===== config.mk =====
export PLATFORM = sky130hd
export DESIGN_NAME = drive_mode_ctrl
export DESIGN_NICKNAME = d
export VERILOG_FILES = /design/src/rtl/drive_mode_ctrl.sv
export SDC_FILE = /design/constraint.sdc
export NUM_CORES = 1
export LEC_CHECK = 0
export ABC_AREA = 1
export CAP_MARGIN = 15
export CORE_MARGIN = 5
export CORE_UTILIZATION = 30
export DETAILED_ROUTE_END_ITERATION = 8
export MAX_ROUTING_LAYER = met4
export PLACE_DENSITY = 0.52
export SLEW_MARGIN = 30
export SYNTH_ARGS = -nofsm -noshare
export SYNTH_HDL_FRONTEND = slang
export SYNTH_SLANG_ARGS = --single-unit

===== constraint.sdc =====
create_clock -name clk_50 -period 1.98 [get_ports clk_50]
set_input_delay 0.396 -clock clk_50 [delete_from_list [all_inputs] [get_ports clk_50]]
set_output_delay 0.396 -clock clk_50 [all_outputs]
set_load 0.005 [all_outputs]

===== src/rtl/drive_mode_ctrl.sv =====
// drive_mode_ctrl: selects idle/camera/IR mode and produces the registered drive command.
module drive_mode_ctrl #(
  parameter int SPEED_LEVELS = 4,
  parameter int ACQ_CYCLES = 8,
  parameter int LOST_CYCLES = 1000,
  parameter int CMD_TIMEOUT = 5000,
  parameter logic [7:0] CODE_CAM = 8'h0F,
  parameter logic [7:0] CODE_IR = 8'h13,
  parameter logic [7:0] CODE_IDLE = 8'h10,
  parameter logic [7:0] CODE_FWD = 8'h02,
  parameter logic [7:0] CODE_LEFT = 8'h04,
  parameter logic [7:0] CODE_RIGHT = 8'h06,
  parameter logic [7:0] CODE_STOP = 8'h05,
  parameter logic [7:0] CODE_UP = 8'h01,
  parameter logic [7:0] CODE_DOWN = 8'h03
) (
  input  logic clk_50,
  input  logic reset_n,
  input  logic [7:0] ir_code,
  input  logic ir_valid,
  input  logic [1:0] cam_dir,
  input  logic [$clog2(SPEED_LEVELS)-1:0] cam_speed,
  input  logic target_seen,
  output logic [1:0] mode,
  output logic [2:0] cam_state,
  output logic [2:0] drive_state,
  output logic [$clog2(SPEED_LEVELS)-1:0] drive_speed,
  output logic mode_chg
);
  localparam int SPEED_W = $clog2(SPEED_LEVELS);
  localparam int AW = $clog2(ACQ_CYCLES + 1);
  localparam int LW = $clog2(LOST_CYCLES + 1);
  localparam int TW = $clog2(CMD_TIMEOUT + 1);
  localparam logic [SPEED_W-1:0] SPD_MAX = SPEED_W'(SPEED_LEVELS - 1);
  localparam logic [AW-1:0] ACQ_MAX = AW'(ACQ_CYCLES);
  localparam logic [LW-1:0] LOST_MAX = LW'(LOST_CYCLES - 1);
  localparam logic [TW-1:0] TMR_MAX = TW'(CMD_TIMEOUT);
  localparam logic [1:0] M_IDLE = 2'b00, M_CAM = 2'b01, M_IR = 2'b10;
  localparam logic [2:0] S_SEARCH = 3'b000, S_ACQUIRE = 3'b001, S_FOLLOW = 3'b010,
                         S_LOST = 3'b011, S_PAUSE = 3'b100;
  localparam logic [2:0] D_STOP = 3'b000, D_LEFT = 3'b001, D_RIGHT = 3'b010, D_FWD = 3'b011;
  logic [1:0] mode_n;
  logic [2:0] cam_n, drv_n, man_st, man_st_n;
  logic [SPEED_W-1:0] spd_n, man_spd, man_spd_n, cam_spd;
  logic [AW-1:0] acq, acq_n;
  logic [LW-1:0] lost, lost_n;
  logic [TW-1:0] tmr, tmr_n;
  logic mode_code, drv_code;
  always_comb begin
    mode_code = ir_valid && (ir_code == CODE_CAM || ir_code == CODE_IR || ir_code == CODE_IDLE);
    drv_code = ir_valid && (ir_code == CODE_FWD || ir_code == CODE_LEFT ||
                            ir_code == CODE_RIGHT || ir_code == CODE_STOP);
    mode_n = !mode_code ? mode : ir_code == CODE_CAM ? M_CAM : ir_code == CODE_IR ? M_IR : M_IDLE;
    cam_spd = cam_speed > SPD_MAX ? SPD_MAX : cam_speed;
    cam_n = cam_state;
    acq_n = acq;
    lost_n = lost;
    // A mode code in the current cycle suppresses target tracking for that cycle.
    if (mode_n != M_CAM) cam_n = S_PAUSE;
    else if (mode != M_CAM) begin
      cam_n = S_SEARCH;
      acq_n = '0;
      lost_n = '0;
    end else if (!mode_code)
      case (cam_state)
        S_SEARCH: if (target_seen) begin
          cam_n = S_ACQUIRE;
          acq_n = AW'(1);
        end
        S_ACQUIRE: if (!target_seen) cam_n = S_SEARCH;
        else begin
          acq_n = acq == ACQ_MAX ? acq : acq + 1'b1;
          cam_n = acq_n == ACQ_MAX ? S_FOLLOW : S_ACQUIRE;
        end
        S_FOLLOW: if (!target_seen) begin
          cam_n = S_LOST;
          lost_n = '0;
        end
        S_LOST: if (target_seen) cam_n = S_FOLLOW;
        else if (lost == LOST_MAX) cam_n = S_SEARCH;
        else lost_n = lost + 1'b1;
        default: cam_n = S_SEARCH;
      endcase
    man_st_n = man_st;
    man_spd_n = man_spd;
    tmr_n = tmr;
    if (mode_n == M_IR && mode != M_IR) begin
      man_st_n = D_STOP;
      man_spd_n = '0;
      tmr_n = '0;
    end else if (mode == M_IR) begin
      tmr_n = drv_code ? '0 : tmr == TMR_MAX ? tmr : tmr + 1'b1;
      man_st_n = drv_code ? (ir_code == CODE_FWD ? D_FWD : ir_code == CODE_LEFT ? D_LEFT :
                             ir_code == CODE_RIGHT ? D_RIGHT : D_STOP) :
                 tmr_n == TMR_MAX ? D_STOP : man_st;
      if (ir_valid && ir_code == CODE_UP && man_spd != SPD_MAX) man_spd_n = man_spd + 1'b1;
      if (ir_valid && ir_code == CODE_DOWN && man_spd != '0) man_spd_n = man_spd - 1'b1;
    end
    drv_n = mode_n == M_IR ? man_st_n : mode_n == M_IDLE ? D_STOP :
            cam_n == S_SEARCH ? D_RIGHT : cam_n != S_FOLLOW ? D_STOP :
            cam_dir == 2'b01 ? D_LEFT : cam_dir == 2'b10 ? D_RIGHT :
            cam_dir == 2'b11 ? D_FWD : D_STOP;
    spd_n = drv_n != D_FWD ? '0 : mode_n == M_IR ? man_spd_n : cam_spd;
  end
  always_ff @(posedge clk_50 or negedge reset_n)
    if (!reset_n) begin
      mode <= M_IDLE;
      cam_state <= S_PAUSE;
      drive_state <= D_STOP;
      drive_speed <= '0;
      mode_chg <= 1'b0;
      acq <= '0;
      lost <= '0;
      tmr <= '0;
      man_st <= D_STOP;
      man_spd <= '0;
    end else begin
      mode <= mode_n;
      cam_state <= cam_n;
      drive_state <= drv_n;
      drive_speed <= spd_n;
      mode_chg <= mode_n != mode || cam_n != cam_state;
      acq <= acq_n;
      lost <= lost_n;
      tmr <= tmr_n;
      man_st <= man_st_n;
      man_spd <= man_spd_n;
    end
endmodule


==> metrics.md <==
| Metric | Value |
|---|---|
| CTS Buf Count | `5` |
| Overflow left after global routing | `0` |
| Post-Place Worst Slack | `-0.642 ns` |
| RSZ-0062 raised after global routing | `true` |
| R2R Path Start | `tmr[0]` |
| Area Overhead vs Synth | `50.7%` |
| Synthesized instance count | `roughly 430` |
| Gate power share | `between 40% and 50%` |
| DIE HEIGHT | `109 um` |
| Mean Syn Cell Area | `about 7 um2` |
| H-tree depth | `2` |
| Worst min-delay path class | `primary input to async pin` |
| Synth Net Count | `between 400 and 500` |
| Mapped Area | `between 2000 and 3000 um2` |
| Critical path destination | `drive_speed[0]` |
| EDFF count, synth | `0` |
| Reg2Reg Depth | `18` |
| Final setup viols | `3` |
| Setup ws final | `-0.0420 ns` |
| Post-route ant nets | `0` |
| Worst-margin pin slew | `~0.73 ns` |
| Clock Skew | `0.0117 ns` |
| Die width | `109 um` |
| Pint | `0.00214 W` |
| Final Hold Vio Count | `0` |
| # DRC | `0` |
| Crit path required time | `approximately 2.2 ns` |
| DR WL/cell | `between 10 and 15 um` |
| # nets final | `~580` |
| Dpl hpwl | `between 6000 and 7000 um` |
| GRT Total Usage | `between 10% and 20%` |
| Clock-pin slew on the worst setup and hold paths | `~0.10 ns` |
| Starting Density | `30.5%` |
| WS Path Type | `flop to flop` |
| RR Endpoint | `drive_speed[0]` |
| Post-synth cell types | `39` |
| VDD IR-drop max | `approximately 350 uV` |
| Synth Register Bits | `between 40 and 50` |
| Initial drt markers | `approximately 110` |
| Most frequent cells in the layout | `buf_4 (89), nand2_1 (86), inv_1 (66), dfrtp_1 (42), nand3_1 (39)` |
| Slew Limit Fails | `0` |
| Port buffer count | `26` |
| I/O pin cnt | `27` |
| Clock sinks | `43` |
| Crit. Startpoint | `tmr[0]` |
| PD cells | `716 nW/um2` |
| Worst-Skew Late Latency | `0.30 ns` |
| ANT cells | `0` |
| Critical path startpoint category | `flop` |
| Fmax achieved | `~490 MHz` |
| Total negative slack | `-0.0926 ns` |
| First-pass GRT wire length | `roughly 15,000 um` |
| GP Congestion | `approximately 0.89` |
| Max-cap violations | `0` |
| Clock buffer depth | `2` |
| CTS Root Cell | `clkbuf_8` |
| Sequential fraction of the synthesis area | `a little over a third` |
| Synth area leaders | `dfrtp_1 (36%), nand2_1 (13%), inv_1 (9.2%), nand3_1 (9.2%), nor2_1 (5.3%)` |
| Leading cell type in the layout, fill and taps excluded | `buf_4` |
| Largest net degree at the start of global routing | `30` |
| Initial antenna violation count | `0` |
| Fraction of registers with async set or reset after synthesis | `100%` |
| P_leak | `2.18 nW` |
| Slew margin rel. | `between 50 and 60%` |
| Post-route minimum period | `between 2 and 2.5 ns` |
| CP Max Fanout | `7` |
| Sw Ratio | `around a third` |
| Die Area | `around 12,000 um2` |
| Row cnt | `36` |
| Outcome | `finished with violations` |
| CTS tree | `done` |
| WHS | `roughly 0.15 ns` |
| Sequential share of power | `roughly a third` |
| Top_reg_cell synth | `dfrtp_1` |
| Via/cell ratio | `~4.6` |
| Final period utilization | `102%` |
| Reg2Reg Setup Slack | `-0.04 ns` |
| Clock share of power | `26.1%` |
| Yosys top cell area share | `35.6%` |
| Failing checks | `setup timing` |
| Pre-antenna DRT Iters | `5` |
| Core ar. | `approximately 9700 um2` |
| Yosys Warn Count | `0` |
| CP Capture Type | `flop` |
| Wirelength, routed | `8510 um` |
| Number of global-route vias before repair | `approximately 3,200` |
| Final design utilization | `between 40 and 50%` |
| Share of cells above drive strength 1 | `33.9%` |
| Routed vias | `about 3,200` |
| Leading area contributor after synthesis | `dfrtp_1` |
| Critical path arrival | `between 2 and 2.5 ns` |
| Sw power | `~0.0010 W` |
-- how the worst min path moves through the flow --
stage                                 to  slack, ns  startpoint
after CTS                 drive_state[2]       0.17     reset_n
after global placement         man_st[2]       0.46   man_st[2]
after global routing             lost[5]       0.20     reset_n
final                     drive_state[2]       0.15     reset_n
after floorplan                   acq[0]       0.10     reset_n
after detailed placement       man_st[2]       0.46   man_st[2]
-- stage by stage --
stage / cells / total power [W] / area, um2
final: 687 / 0.00318 / 4450
after global routing: 687 / 0.00340 / 4450
after CTS: 677 / 0.00314 / 4330
after detailed placement: 655 / 0.00211 / 3870
after global placement: 655 / 0.00209 / 3870
after floorplan: 431 / 0.00156 / 2950
-- routing by layer --
layer  track usage (%)  wire length, um
met2              26.6             4150
met5                 -                0
met1              19.6             4070
met4              3.56               78
met3              1.54              214
-- kinds of logic (layout without fill, tap and decap cells) --
group           Yosys count  after routing  share of synthesized area (%)
simple gates            236            237                           35.9
xor+xnor                 10             10                           2.97
fa+ha+maj                 7              7                           2.97
compound gates           53             53                           10.9
buf+inv                  82            204                           10.8
flops                    43             43                           36.5
-- final cells by class --
cell class | instances | area (um2)
Timing Repair Buffer | 119 | 941
Tap cell | 133 | 166
Multi-Input combinational cell | 307 | 1830
Fill cell | 984 | 5240
Inverter | 76 | 290
Clock inverter | 3 | 67.6
Clock buffer | 5 | 68.8
Timing Repair inverter | 1 | 5.00
Sequential cell | 43 | 1080
-- power groups by stage --
| stage | Clock, W | Sequential, W | Combinational (W) |
|---|---|---|---|
| 2_1_floorplan | 0 | 0.00106 | 0.000495 |
| 3_3_place_gp | 0 | 0.00107 | 0.00102 |
| 3_5_place_dp | 0 | 0.00108 | 0.00103 |
| 4_1_cts | 0.000872 | 0.00107 | 0.00121 |
| 5_1_grt | 0.000898 | 0.00108 | 0.00143 |
| 6_report | 0.000831 | 0.00106 | 0.00129 |
-- worst max-delay path, cell delays in order, from the launching register on --
cell	delay, ns
dfrtp_1	0.42
ha_2	0.22
nand2_2	0.07
nor2_2	0.10
buf_6	0.13
nand3_1	0.08
nand2_1	0.08
nand3_2	0.09
nand2_1	0.08
inv_1	0.04
nand2_1	0.06
nor2_1	0.04
nand2_1	0.08
nand2_1	0.05
nand2_1	0.08
nand3_1	0.08
nand2_2	0.09
nand3_2	0.07
nor2_1	0.11
-- sequential cells by signal, summed over array words and instances (netlist names) --
name and flops:
man_st 3, mode 2, cam_state 3, drive_speed 2
acq 4, mode_chg 1, tmr 13, drive_state 3
man_spd 2, lost 10
-- what timing repair did --
action,4_1_cts,5_1_grt
gates cloned,2,0
buffers inserted,13,10
setup endpoints to repair,38,28
pin swaps,35,30
hold buffers,0,0
resized for setup,70,34
hold endpoints to repair,0,0
-- synthesized netlist by cell type, types with 3 or more instances --
| cell | instances |
|---|---|
| nor2_1 | 42 |
| a21oi_1 | 9 |
| nand4_1 | 9 |
| xor2_1 | 9 |
| nand2_1 | 101 |
| ha_1 | 7 |
| buf_2 | 3 |
| o22ai_1 | 12 |
| nand2_2 | 4 |
| dfrtp_1 | 42 |
| nor3_1 | 14 |
| nor2_2 | 4 |
| nand3_1 | 54 |
| inv_1 | 72 |
| o21ai_0 | 20 |
No activity file was read; power rests on OpenSTA's default activity.
==> edit 1 (config.mk and constraints unchanged) <==
`ACQ_CYCLES`: 8 -> 16.
--- a/src/rtl/drive_mode_ctrl.sv
+++ b/src/rtl/drive_mode_ctrl.sv
@@ -1,7 +1,7 @@
 // drive_mode_ctrl: selects idle/camera/IR mode and produces the registered drive command.
 module drive_mode_ctrl #(
   parameter int SPEED_LEVELS = 4,
-  parameter int ACQ_CYCLES = 8,
+  parameter int ACQ_CYCLES = 16,
   parameter int LOST_CYCLES = 1000,
   parameter int CMD_TIMEOUT = 5000,
   parameter logic [7:0] CODE_CAM = 8'h0F,
Function: changed (Yosys sat finds a counterexample within 10 cycles, from zero or initial values and one cycle with reset_n low).
==> edit 1 against the original RTL <==
Area after synthesis grew 4.0%; setup slack gained 0.047 ns; largest cell class unchanged; total power grew 8.1%; count of clock-buffer cells in the layout grew 3; critical endpoint unchanged; design area grew 2.7%; wire length grew 4.9%; via count grew 0.72%; sequential cell count grew 1; core utilization shrank 0.86 points.
==> edit 1: results <==
group,metric,value,unit
clocking,cts_sinks,44,
finish,clock_area_frac,0.01752,
routing,drt_iter0_drc,109,
status,outcome,"complete, no violations",
synth,synthAdderAreaFrac,0.02852,
power_and_ir_drop,switching_share,0.3837,
finish,seq_area,1107,µm²
placement,placed_cell_area,3999,µm²
critical_path,r2r-start,"tmr[1]",
synth,synth.area.top_cells,"dfrtp_1 35%, nand2_1 11%, inv_1 8.1%",
finish,largestRegisters,"tmr x13, lost x10, acq x5",
global_route,grt_pass1_vias,3230,
sta,final.setup_skew,0.01018,ns
critical_path,critPathMaxFanout,4,
global_route,grt_usage,0.1460,
finish,multi_input_area_share,0.4457,
routing,vias,3209,
sta,slew_headroom,0.6058,
global_route,grt_max_degree,45,
finish,num-multi-input-gates,309,
power_and_ir_drop,powerDensity,753.3,nW/µm²
finish,layout-drive-gt1-share,0.3759,
finish,final-nonclk-buf-share,0.1908,
finish,signal_buffers,109,
synth,yosys-top-cells-count,"89 x nand2_1, 66 x inv_1, 51 x nor2_1",
power_and_ir_drop,p_leak,2.138,nW
synth,ys_seq_area_frac,0.3590,
synth,synth_cell_type_count,37,
finish,fillers,1019,
==> edit 1: changes by cell type after synthesis, moves of 5 or more <==
cell / delta
nor2_1: +9
inv_1: -6
nand3_1: -9
nand2_1: -12
inv_2: +5
==> edit 1: what timing repair did <==
action                                  CTS  global route
pin swaps                                15            35
endpoints found under the setup margin   39            29
gates cloned                              1             0
resized for setup                        56            78
buffers inserted                          7             9
==> edit 1: through the flow <==
stage	setup slack (ns)	power [W]	setup TNS, ns	cells
2_1_floorplan	0.07538	0.001914	0	434
3_3_place_gp	-0.5107	0.002518	-15.82	659
3_5_place_dp	-0.5421	0.002531	-16.49	659
4_1_cts	-0.02560	0.003261	-0.02560	675
5_1_grt	-0.1710	0.003699	-0.7305	684
6_report	0.004531	0.003443	0	684
==> edit 1: layer usage <==
layer | share of wire | GRT usage
met1 | 0.43 | 0.1809
met2 | 0.53 | 0.2505
met3 | 0.031 | 0.02238
met4 | 0.012 | 0.03487
met5 | 0 | -
==> edit 2 (same flow settings) <==
Without the edit above. Put one more register stage on the output `mode_chg`. The value now appears one clock later. The other outputs are not delayed to match.
--- a/src/rtl/drive_mode_ctrl.sv
+++ b/src/rtl/drive_mode_ctrl.sv
@@ -39,6 +39,8 @@
   localparam logic [2:0] S_SEARCH = 3'b000, S_ACQUIRE = 3'b001, S_FOLLOW = 3'b010,
                          S_LOST = 3'b011, S_PAUSE = 3'b100;
   localparam logic [2:0] D_STOP = 3'b000, D_LEFT = 3'b001, D_RIGHT = 3'b010, D_FWD = 3'b011;
+
+  logic mode_chg_s0;
   logic [1:0] mode_n;
   logic [2:0] cam_n, drv_n, man_st, man_st_n;
   logic [SPEED_W-1:0] spd_n, man_spd, man_spd_n, cam_spd;
@@ -108,7 +110,7 @@
       cam_state <= S_PAUSE;
       drive_state <= D_STOP;
       drive_speed <= '0;
-      mode_chg <= 1'b0;
+      mode_chg_s0 <= 1'b0;
       acq <= '0;
       lost <= '0;
       tmr <= '0;
@@ -119,12 +121,16 @@
       cam_state <= cam_n;
       drive_state <= drv_n;
       drive_speed <= spd_n;
-      mode_chg <= mode_n != mode || cam_n != cam_state;
+      mode_chg_s0 <= mode_n != mode || cam_n != cam_state;
       acq <= acq_n;
       lost <= lost_n;
       tmr <= tmr_n;
       man_st <= man_st_n;
       man_spd <= man_spd_n;
     end
+  always_ff @(posedge clk_50) begin
+    mode_chg <= mode_chg_s0;
+  end
+
 endmodule
 
Check against the original RTL: not equivalent (Yosys sat finds a counterexample within 4 cycles, from zero or initial values and one cycle with reset_n low).
==> edit 2 against the original RTL <==
The run still ends with setup timing left; global-route usage down 0.42 points; core utilization fell by 0.47 points; area after synthesis is 0.68% higher; total power is 3.1% lower; sequential share of layout area grew 0.59 points; design area is 0.56% lower; sequential cell count increased by 1; setup slack lost 0.011 ns; count of clock-buffer cells in the layout stayed put; wire length shrank 1.6%.
==> edit 2: results <==
group,metric,value,unit
status,outcome,"finished, violations left",
status,violations,"setup timing",
critical_path,critical-path-max-stage-delay,0.40,ns
min_path,hold_class,"input pin to async pin",
critical_path,cp.arrival,2.21,ns
clocking,cts.htree.levels,2,
synth,ys_warn_count,0,
routing,via_per_inst,4.667,
synth,synth.area.top_cells,"dfrtp_1 35%, nand2_1 13%, inv_1 9.1%",
placement,dpl.hpwl,5982,µm
sta,final.setup_skew,0.01461,ns
global_route,grt_usage,0.1503,
finish,nets,576,
sta,setup_tns,-0.2136,ns
clocking,cts.clk_slew.worst_paths,0.09,ns
finish,fillers,1014,
routing,ant_nets,0,
routing,routed_wl,8373,µm
routing,first_pass_iters,7,
clocking,ctsResizeCount,57,
synth,synthArstFlopShare,0.9773,
power_and_ir_drop,p_leak,2.180,nW
power_and_ir_drop,ir_drop,0.4031,mV
sta,setup_viol,6,
global_route,overflow,0,
sta,slew_headroom,0.5707,
synth,synth_cell_type_count,40,
critical_path,r2r_cells,15,
synth,ys_seq_area_frac,0.3693,
clocking,cts_buffers,5,
synth,syn_nets,455,
routing,drt_iter0_drc,170,
clocking,post_cts_buffers,10,
placement,place_ws,-0.6002,ns
global_route,antenna_found_initial,0,
sta,min_period_over_period,1.027,
clocking,clock_path_buffers,2,
sta,fin_ws,-0.05258,ns
critical_path,slowest_stage,"dfrtp_1",
synth,yosys-top-cells-count,"101 x nand2_1, 72 x inv_1, 54 x nand3_1",
placement,routabilityCongestion,0.8553,
placement,placed_cell_area,3915,µm²
finish,largestRegisters,"tmr x13, lost x10, acq x4",
finish,layout-drive-gt1-share,0.3357,
finish,final_core_util,0.4547,
placement,port_buffers,26,
clocking,clkLatencyLatePin,0.31,ns
finish,diodes,0,
global_route,grt_pass1_vias,3110,
global_route,grt_max_degree,44,
global_route,grt_pass1_wl,14120,µm
critical_path,critPathMaxFanout,7,
[edit 2: worst paths after layout]
check	from	to	slack [ns]
worst max-delay path	tmr[0]	man_st[0]	-0.05
worst min-delay path	reset_n	tmr[3]	0.15
worst max register to register	tmr[0]	man_st[0]	-0.05
worst min register to register	mode_chg_s0	mode_chg	0.37
max in group asynchronous	reset_n	lost[7]	1.41
min in group clk_50	mode_chg_s0	mode_chg	0.37
[edit 2: logic make-up after synthesis]
kind of cell | after synthesis | synth area share
compound gates | 53 | 0.1082
xor+xnor | 10 | 0.02948
fa+ha+maj | 7 | 0.02947
buf+inv | 82 | 0.1074
flops | 44 | 0.3693
simple gates | 236 | 0.3562
[edit 2: layout make-up]
type,instances,share of cell area
clock buffer,5,0.01555
clock inverter,3,0.01046
inverter,76,0.06505
multi-input combinational,307,0.4078
sequential,44,0.2480
tap,133,0.03761
timing repair buffer,119,0.2155
[edit 2: metrics by stage]
| stage | power (W) | cells |
|---|---|---|
| floorplan | 0.001590 | 432 |
| global placement | 0.002123 | 659 |
| detailed placement | 0.002123 | 659 |
| CTS | 0.003037 | 679 |
| global route | 0.003292 | 687 |
| finish | 0.003085 | 687 |
[edit 2: report_power, final]
group / total (W) / switching, W / internal (W) / leakage [nW]
Sequential: 0.00109 / 0.0000806 / 0.00100 / 0.589
Combinational: 0.00126 / 0.000619 / 0.000645 / 1.54
Clock: 0.000735 / 0.000354 / 0.000381 / 0.0548
Total: 0.00308 / 0.00105 / 0.00203 / 2.18
[edit 2: per-layer routing]
metal,part of all wire,routed length [µm],vias up,GRT usage
li1,-,-,1647,-
met1,0.50,4175,1490,0.2060
met2,0.46,3846,57,0.2319
met3,0.026,220,12,0.02114
met4,0.016,131,0,0.04274
met5,0,0,-,-
